<file path="config.mk">
export PLATFORM = sky130hd
export DESIGN_NAME = wb_stage_ctrl
export DESIGN_NICKNAME = d
export VERILOG_FILES = /design/src/rtl/mips_isa_pkg.sv /design/src/rtl/wb_decode.sv /design/src/rtl/wb_stage_ctrl.sv
export SDC_FILE = /design/constraint.sdc
export NUM_CORES = 1
export LEC_CHECK = 0
export BUFFER_PORTS_ARGS = -buffer_cell sky130_fd_sc_hd__buf_2
export CAP_MARGIN = 20
export CORE_MARGIN = 2
export CORE_UTILIZATION = 50
export DETAILED_ROUTE_END_ITERATION = 10
export PLACE_DENSITY = 0.87
export SLEW_MARGIN = 5
export SYNTH_ARGS = -nofsm -noshare
export SYNTH_HDL_FRONTEND = slang
export SYNTH_SLANG_ARGS = --single-unit
export TNS_END_PERCENT = 20
</file>
<file path="constraint.sdc">
create_clock -name clk -period 2 [get_ports clk]
set_input_delay 0.3 -clock clk [delete_from_list [all_inputs] [get_ports clk]]
set_output_delay 0.3 -clock clk [all_outputs]
set_load 0.005 [all_outputs]
</file>
<file path="src/rtl/mips_isa_pkg.sv">
// MIPS ISA constants, instruction field ranges and write-back control types
// shared by the write-back stage and its decoder.
package mips_isa_pkg;

  localparam logic [5:0] OP_RTYPE = 6'b000000;
  localparam logic [5:0] OP_ORI   = 6'b001101;
  localparam logic [5:0] OP_ADDIU = 6'b001001;
  localparam logic [5:0] OP_LUI   = 6'b001111;
  localparam logic [5:0] OP_LW    = 6'b100011;
  localparam logic [5:0] OP_SW    = 6'b101011;
  localparam logic [5:0] OP_BEQ   = 6'b000100;
  localparam logic [5:0] OP_J     = 6'b000010;
  localparam logic [5:0] OP_JAL   = 6'b000011;

  localparam logic [5:0] FN_ADDU  = 6'b100001;
  localparam logic [5:0] FN_SUBU  = 6'b100011;
  localparam logic [5:0] FN_SLT   = 6'b101010;
  localparam logic [5:0] FN_JR    = 6'b001000;

  localparam int OP_HI = 31;
  localparam int OP_LO = 26;
  localparam int RS_HI = 25;
  localparam int RS_LO = 21;
  localparam int RT_HI = 20;
  localparam int RT_LO = 16;
  localparam int RD_HI = 15;
  localparam int RD_LO = 11;
  localparam int FN_HI = 5;
  localparam int FN_LO = 0;

  localparam logic [1:0] MEM2REG_ALU  = 2'b00;
  localparam logic [1:0] MEM2REG_DM   = 2'b01;
  localparam logic [1:0] MEM2REG_LINK = 2'b10;

  typedef enum logic [1:0] {
    DEST_NONE = 2'b00,
    DEST_RD   = 2'b01,
    DEST_RT   = 2'b10,
    DEST_LINK = 2'b11
  } dest_sel_e;

  typedef struct packed {
    logic       write;
    dest_sel_e  dest;
    logic [1:0] mem2reg;
  } wb_ctrl_t;

endpackage

</file>
<file path="src/rtl/wb_decode.sv">
// Combinational W-stage decoder: opcode/funct to register-write control.
module wb_decode
  import mips_isa_pkg::*;
(
  input  logic [5:0] op,
  input  logic [5:0] funct,
  output wb_ctrl_t   ctrl
);

  always_comb begin
    ctrl.write   = 1'b0;
    ctrl.dest    = DEST_NONE;
    ctrl.mem2reg = MEM2REG_ALU;
    unique case (op)
      OP_RTYPE: begin
        // jr and every other funct fall through as non-writing
        if (funct == FN_ADDU || funct == FN_SUBU || funct == FN_SLT) begin
          ctrl.write = 1'b1;
          ctrl.dest  = DEST_RD;
        end
      end
      OP_ORI, OP_ADDIU, OP_LUI: begin
        ctrl.write = 1'b1;
        ctrl.dest  = DEST_RT;
      end
      OP_LW: begin
        ctrl.write   = 1'b1;
        ctrl.dest    = DEST_RT;
        ctrl.mem2reg = MEM2REG_DM;
      end
      OP_JAL: begin
        ctrl.write   = 1'b1;
        ctrl.dest    = DEST_LINK;
        ctrl.mem2reg = MEM2REG_LINK;
      end
      default: ;
    endcase
  end

endmodule

</file>
<file path="src/rtl/wb_stage_ctrl.sv">
// MIPS write-back stage: M->W register with stall/flush, decode, GRF write port.
// Optional retired-instruction counter enabled by macro WB_RETIRE_CNT_EN.
module wb_stage_ctrl
  import mips_isa_pkg::*;
#(
  parameter int DATA_W   = 32,
  parameter int RA_W     = 5,
  parameter int LINK_REG = 31
) (
  input  logic              clk,
  input  logic              rst_n,
  input  logic              stall_W,
  input  logic              flush_W,
  input  logic              valid_M,
  input  logic [31:0]       instr_M,
  input  logic [DATA_W-1:0] pc8_M,
  input  logic [DATA_W-1:0] alu_M,
  input  logic [DATA_W-1:0] dm_M,
  output logic              valid_W,
  output logic [31:0]       instr_W,
  output logic [1:0]        mem2reg_W,
  output logic              reg_we,
  output logic [RA_W-1:0]   reg_waddr,
  output logic [DATA_W-1:0] reg_wdata
`ifdef WB_RETIRE_CNT_EN
  ,
  output logic [31:0]       retire_cnt
`endif
);

  logic              vld_p0;
  logic [31:0]       instr_p0;
  logic [DATA_W-1:0] pc8_p0;
  logic [DATA_W-1:0] alu_p0;
  logic [DATA_W-1:0] dm_p0;
  wb_ctrl_t          ctrl_p0;
  logic [RA_W-1:0]   waddr_p0;

  function automatic logic [DATA_W-1:0] sel_wdata(
    input logic [1:0]        sel,
    input logic [DATA_W-1:0] alu,
    input logic [DATA_W-1:0] dm,
    input logic [DATA_W-1:0] pc8
  );
    case (sel)
      MEM2REG_ALU:  sel_wdata = alu;
      MEM2REG_DM:   sel_wdata = dm;
      MEM2REG_LINK: sel_wdata = pc8;
      default:      sel_wdata = '0;
    endcase
  endfunction

  // M -> W stage boundary
  always_ff @(posedge clk or negedge rst_n) begin
    if (!rst_n) begin
      vld_p0   <= 1'b0;
      instr_p0 <= '0;
      pc8_p0   <= '0;
      alu_p0   <= '0;
      dm_p0    <= '0;
    end else if (flush_W) begin
      vld_p0   <= 1'b0;
      instr_p0 <= '0;
      pc8_p0   <= '0;
      alu_p0   <= '0;
      dm_p0    <= '0;
    end else if (!stall_W) begin
      vld_p0   <= valid_M;
      instr_p0 <= instr_M;
      pc8_p0   <= pc8_M;
      alu_p0   <= alu_M;
      dm_p0    <= dm_M;
    end
  end

  wb_decode u_decode (
    .op    (instr_p0[OP_HI:OP_LO]),
    .funct (instr_p0[FN_HI:FN_LO]),
    .ctrl  (ctrl_p0)
  );

  always_comb begin
    waddr_p0 = '0;
    case (ctrl_p0.dest)
      DEST_RD:   waddr_p0 = RA_W'(instr_p0[RD_HI:RD_LO]);
      DEST_RT:   waddr_p0 = RA_W'(instr_p0[RT_HI:RT_LO]);
      DEST_LINK: waddr_p0 = RA_W'(LINK_REG);
      default:   waddr_p0 = '0;
    endcase
  end

  assign valid_W   = vld_p0;
  assign instr_W   = instr_p0;
  assign mem2reg_W = ctrl_p0.mem2reg;
  assign reg_waddr = waddr_p0;
  // $0 is hard-wired zero, so a write aimed at it is dropped here
  assign reg_we    = vld_p0 & ctrl_p0.write & (waddr_p0 != '0);
  assign reg_wdata = sel_wdata(ctrl_p0.mem2reg, alu_p0, dm_p0, pc8_p0);

`ifdef WB_RETIRE_CNT_EN
  logic [31:0] retire_cnt_q;

  // an instruction retires on the edge where it leaves W; flush does not undo that
  always_ff @(posedge clk or negedge rst_n) begin
    if (!rst_n) begin
      retire_cnt_q <= '0;
    end else if (vld_p0 && !stall_W) begin
      retire_cnt_q <= retire_cnt_q + 32'd1;
    end
  end

  assign retire_cnt = retire_cnt_q;
`endif

endmodule

</file>
== Word-level counts from Yosys, hierarchy flattened ==
Index checks and enable logic that the tools add are counted.
Cells by class
  equal/unequal tests: 14
  mux-type cells: 15
  bitwise logic cells: 2
  reductions and logical operators: 6
Operators with widths (number)
  32-bit 2-to-1 mux: 8
  32-bit one-hot mux with 3 select lines: 1
  6-bit == test (second input constant): 4
  6-bit by 4-bit == test with 1-bit output (second input constant): 3
  5-bit one-hot mux with 3 select lines: 1
  3-bit one-hot mux with 3 select lines: 1
  2-bit == test (second input constant): 3
  6-bit by 2-bit == test with 1-bit output (second input constant): 1
  6-bit zero test: 1
  5-bit nonzero test: 1
  2-bit by 1-bit == test with 1-bit output (second input constant): 2
  2-bit one-hot mux with 2 select lines: 1
  4-bit OR reduction: 1
  3-bit 2-to-1 mux: 1
  1-bit bitwise AND: 2
  2-bit zero test: 1
  1-bit logical OR: 2
  1-bit 2-to-1 mux: 2
  2-bit by 1-bit != test with 1-bit output (second input constant): 1
Storage, ports and cells
  bits in registers: 129
  input bits: 133
  output and inout port bits: 73
  word-level logic and storage cells: 42

== Longest topological paths before layout ==
  depth in word-level cells: 9
  gate-level depth with buffers: 6
  depth with buffers taken out: 5

== Modules after synthesis ==
From an unflattened synthesis, not the netlist that was laid out.
Unflattened totals
  cell total of the unflattened synthesis: 562
  area, all modules: 6143.4 µm²
By module, submodules not included
  wb_stage_ctrl: times used 1, cells each 543, area each 6032.0 µm², seq. area each 3228.1 µm²
  wb_decode: times used 1, cells each 19, area each 111.4 µm², seq. area each 0.0 µm²

== Worst setup path after synthesis ==
No wires, ideal clock.
  path kind: flip-flop to output port
  start point: reg instr_p0[28] (netlist: instr_W[28])
  end point: out reg_we
  arrival: 1.615 ns
  required time: 1.700 ns
  path slack: 0.085 ns
  cell stages (with the launch flop): 6
  path buffers: 0
  cells stage by stage: dfrtp_1 > nand2b_1 > a31oi_1 > nor2_1 > a221o_1 > o31a_1
Between the ends
  cells in the longest elaborated chain, start to end: 7
  elaborated cells on any way between the ends: 15
  those cells by class: 8 x eq/ne; 2 x mux; 2 x bitwise; 3 x reduce/logical
RTL lines
  start: declaration: RTL line wb_stage_ctrl.sv:32  | logic [31:0] instr_p0;
  start signal: assignment: RTL line wb_stage_ctrl.sv:69  | instr_p0 <= instr_M;
  6-bit by 4-bit == test with 1-bit output or 6-bit == test (tied branches): RTL line wb_decode.sv:14  | unique case (op)
  4-bit OR reduction (no line)
  3-bit one-hot mux with 3 select lines *: RTL line wb_decode.sv:14
  2-bit == test or 2-bit by 1-bit == test with 1-bit output (tied branches): RTL line wb_stage_ctrl.sv:84  | case (ctrl_p0.dest)
  5-bit one-hot mux with 3 select lines *: RTL line wb_stage_ctrl.sv:84
  named net reg_waddr[0]: RTL line wb_stage_ctrl.sv:23  | output logic [RA_W-1:0] reg_waddr,
  5-bit nonzero test *: RTL line wb_stage_ctrl.sv:97  | assign reg_we = vld_p0 & ctrl_p0.write & (waddr_p0 != '0);
  1-bit bitwise AND *: RTL line wb_stage_ctrl.sv:97
  end: declaration: RTL line wb_stage_ctrl.sv:22  | output logic reg_we,
The timed path passes the listed nets; every way through them passes the cells marked *.

== Worst setup path after layout ==
  start point: reg instr_p0[29] (netlist: instr_W[29])
  end point: out reg_we
Between the ends
  cells in the longest elaborated chain, start to end: 7
  elaborated cells on any way between the ends: 15
  those cells by class: 8 x eq/ne; 2 x mux; 2 x bitwise; 3 x reduce/logical
RTL lines (RTL line)
  6-bit by 4-bit == test with 1-bit output or 6-bit == test (tied branches): wb_decode.sv:14
  4-bit OR reduction (no line)
  3-bit one-hot mux with 3 select lines *: wb_decode.sv:14
  2-bit == test or 2-bit by 1-bit == test with 1-bit output (tied branches): wb_stage_ctrl.sv:84
  5-bit one-hot mux with 3 select lines: wb_stage_ctrl.sv:84
  5-bit nonzero test: wb_stage_ctrl.sv:97
  1-bit bitwise AND *: wb_stage_ctrl.sv:97
Mark *: on every way between the ends. The rest lies on a longest branch, timed or not.

==> results.sh <==
export IMPL_status="finished, violations left"
export IMPL_violations="negative setup slack"
export IMPL_hold_viol_final=0
export IMPL_io_pins=206
export IMPL_reg2reg_slack_ns=0.86
export IMPL_placed_area_um2=7350
export IMPL_syn_area_per_cell_um2=10.7
export IMPL_grt_antenna_before_repair=0
export IMPL_drt_total_wl_mm=17.1
export IMPL_worstReg2RegStart="instr_W[31]$_DFFE_PN0P_"
export IMPL_p_per_area_nw_per_um2=828
export IMPL_cts_buffers=17
export IMPL_dpl_hpwl_mm=10.7
export IMPL_grt_pass1_wl_mm=25.1
export IMPL_share_comb_of_total_power_pct=13.1
export IMPL_yosys_warnings=0
export IMPL_ant_nets=0
export IMPL_clk_latency_ns=0.41
export IMPL_endpoint_kind="output pin"
export IMPL_synth_area_um2=6050
export IMPL_crit_top_cell="buf_4"
export IMPL_drive_gt1_share_pct=38.9
export IMPL_rsz0062_at_grt="true"
export IMPL_clock_path_buffers=2
export IMPL_cts_tree="done"
export IMPL_syn_nets=700
export IMPL_switching_share_pct=24.0
export IMPL_hold_end="pc8_p0[5]$_DFFE_PN0P_"
export IMPL_gr_total_overflow=0
export IMPL_drtIter0Drc=317
export IMPL_critPathLaunch="instr_W[29]$_DFFE_PN0P_"
export IMPL_vias=5128
export IMPL_grt_use_total_pct=24.9
export IMPL_die_w_um=114
export IMPL_holdWs_ns=0.126
export IMPL_vdd_drop_max_mv=0.531
export IMPL_synth_seq_cells=129
export IMPL_p_switching_uw=1690
export IMPL_worst_slew_pin_slew_ns=0.407
export IMPL_drv_cap=0
export IMPL_seqPwrFrac_pct=40.7
export IMPL_worstHoldStart="pc8_M[5]"
export IMPL_die_h_um=114
export IMPL_place_congestion=0.926
export IMPL_fin_area_um2=8500
export IMPL_cts_htree_levels=4
export IMPL_relSlewSlack_pct=72.9
export IMPL_power_frac_clock_pct=46.3
export IMPL_fp_row_count=40
export IMPL_cp_arrival_ns=2.24
export IMPL_die_area_um2=13000
export IMPL_path_cells="buf_4 -> nor2_1 -> o211ai_1 -> buf_4 -> buf_4 -> o22ai_2 -> a211o_1 -> o31a_1 -> buf_2"
export IMPL_port_buffers=205
export IMPL_layout_nets=929
export IMPL_critical_path_class="flop to output pin"
export IMPL_ys_types=28
export IMPL_fin_skew_ns=0
export IMPL_r2r_end="instr_W[31]$_DFFE_PN0P_"
export IMPL_core_um2=11900
export IMPL_post_route_period_util_pct=127
export IMPL_firstDrtPassIters=4
export IMPL_p_int_uw=5350
export IMPL_area_delta_synth_final_pct=40.4
export IMPL_drv_slew=0
export IMPL_grt_pass1_vias=5144
export IMPL_required_ns=1.70
export IMPL_critPathMaxFanout=5
export IMPL_period_minus_slack_ns=2.54
export IMPL_start_util_pct=50.8
export IMPL_clk_pin_slew_ns=0.06
export IMPL_leakage_uw=0.00452
export IMPL_max_freq_mhz=393
export IMPL_reg2regPathDepth=4
export IMPL_final_util_pct=71.4
export IMPL_avgViaCountPerCell=5.36
export IMPL_wl_per_cell_um=17.8
export IMPL_clock_sinks=129
export IMPL_drcViolationCount=0
export IMPL_setup_violations=40
export IMPL_clock_root_buffer="clkbuf_16"
export IMPL_ys_seq_area_share_pct=53.3
export IMPL_grt_max_degree=60
export IMPL_hold_depth=3
export IMPL_start_kind="flop"
export IMPL_max_stage_delay_ns=0.38
export IMPL_hp_class="input pin to flop"
export IMPL_slowest_stage="dfrtp_1"
export IMPL_fillers=859
export IMPL_pre_cts_slack_ns=-0.0150
export IMPL_syn_inst=567
export IMPL_setup_slack_ns=-0.544
-- final cells by class --
class | count | area (µm²) | share of cell area (%)
Sequential cell | 129 | 3230 | 38.0
Timing Repair Buffer | 250 | 1620 | 19.0
Clock inverter | 11 | 160 | 1.88
Tap cell | 147 | 184 | 2.16
Multi-Input combinational cell | 394 | 2830 | 33.3
Clock buffer | 21 | 460 | 5.42
Antenna cell | 1 | 2.50 | 0.0294
Inverter | 4 | 15.0 | 0.177
-- what timing repair did --
| item | CTS | global route |
|---|---|---|
| resized for setup | 15 | 43 |
| gates cloned | 3 | 2 |
| endpoints found under the setup margin | 39 | 40 |
| hold endpoints to repair | 25 | 0 |
| setup buffers | 4 | 14 |
| hold buffers | 1 | 0 |
| pin swaps | 9 | 13 |
-- cells in the final DEF (no fill, tap or decap), types with 3 or more instances in the layout --
master	count
bufinv_16	4
clkbuf_16	19
nor2_4	3
buf_6	6
buf_12	9
o21ai_2	8
dfrtp_2	4
dfrtp_1	125
a211o_1	4
clkinv_2	5
nand2_1	29
nand2_4	3
buf_2	202
mux2i_1	161
buf_4	26
nor2_1	132
o21ai_1	23
nand2_2	3
-- routing by layer --
| layer | wire [µm] | global-route usage (%) |
|---|---|---|
| met1 | 6950 | 30.9 |
| met2 | 8450 | 41.4 |
| met3 | 1460 | 6.91 |
| met4 | 212 | 9.76 |
| met5 | 0 | 0 |
-- worst max path at each step --
stage	endpoint	cells after the start	slack (ns)
floorplan	reg_we	5	0.09
global placement	reg_we	6	-0.004
detailed placement	reg_we	6	-0.01
CTS	reg_we	7	-0.44
global route	reg_we	9	-0.59
finish	reg_we	9	-0.54
-- cell usage after synthesis (all sizes together) --
library cell | number | share of area [%]
o32ai | 2 | 0.29
o21a | 1 | 0.14
a31oi | 1 | 0.10
buf | 16 | 1.3
o211ai | 2 | 0.25
nor2 | 136 | 8.4
a221o | 1 | 0.17
nand2b | 2 | 0.21
and2 | 2 | 0.21
o31a | 1 | 0.14
nor2b | 2 | 0.21
mux2i | 161 | 27
nand3 | 1 | 0.083
nor4bb | 2 | 0.33
inv | 4 | 0.25
a211o | 4 | 0.58
o21ai | 34 | 2.8
clkbuf | 24 | 1.5
nor4 | 1 | 0.10
nand2 | 36 | 2.2
nor3b | 1 | 0.31
or2 | 2 | 0.21
o22ai | 2 | 0.21
dfrtp | 129 | 53
-- through the flow --
stage | cells | TNS [ns] | total power [µW]
final | 957 | -11.65 | 7040
after global routing | 956 | -15.43 | 7310
after global placement | 900 | -0.00390 | 3700
after CTS | 940 | -7.42 | 7010
after floorplan | 567 | 0 | 3320
after detailed placement | 900 | -0.0150 | 3730
-- flip-flops by register name, indices dropped and copies added (netlist names) --
| register | flops |
|---|---|
| instr_W | 32 |
| valid_W | 1 |
| pc8_p0 | 32 |
| alu_p0 | 32 |
| dm_p0 | 32 |
-- logic make-up (layout without fill, tap and decap cells) --
kind of cell / Yosys count / after routing / share of synthesized area (%)
multiplexers: 161 / 161 / 26.6
AO/OA/AOI/OAI: 48 / 48 / 4.69
buffers and inverters: 44 / 286 / 3.04
other: 0 / 1 / 0
AND/OR/NAND/NOR: 185 / 185 / 12.3
flip-flops: 129 / 129 / 53.3
-- critical path: cells and delay by family, from the launching register on --
family,cells,cell delay [ns]
AOI/OAI and AO/OA,4,0.82
buffers and inverters,4,0.58
DFF,1,0.38
and+or+nand+nor,1,0.05
-- power groups by stage --
stage / Clock [µW] / Combinational (µW) / Sequential, µW
final: 3250 / 919 / 2860
after global routing: 3420 / 1010 / 2880
after CTS: 3300 / 857 / 2860
after detailed placement: 0 / 827 / 2900
after global placement: 0 / 809 / 2890
after floorplan: 0 / 440 / 2880
Power figures use the tool's default switching activity.
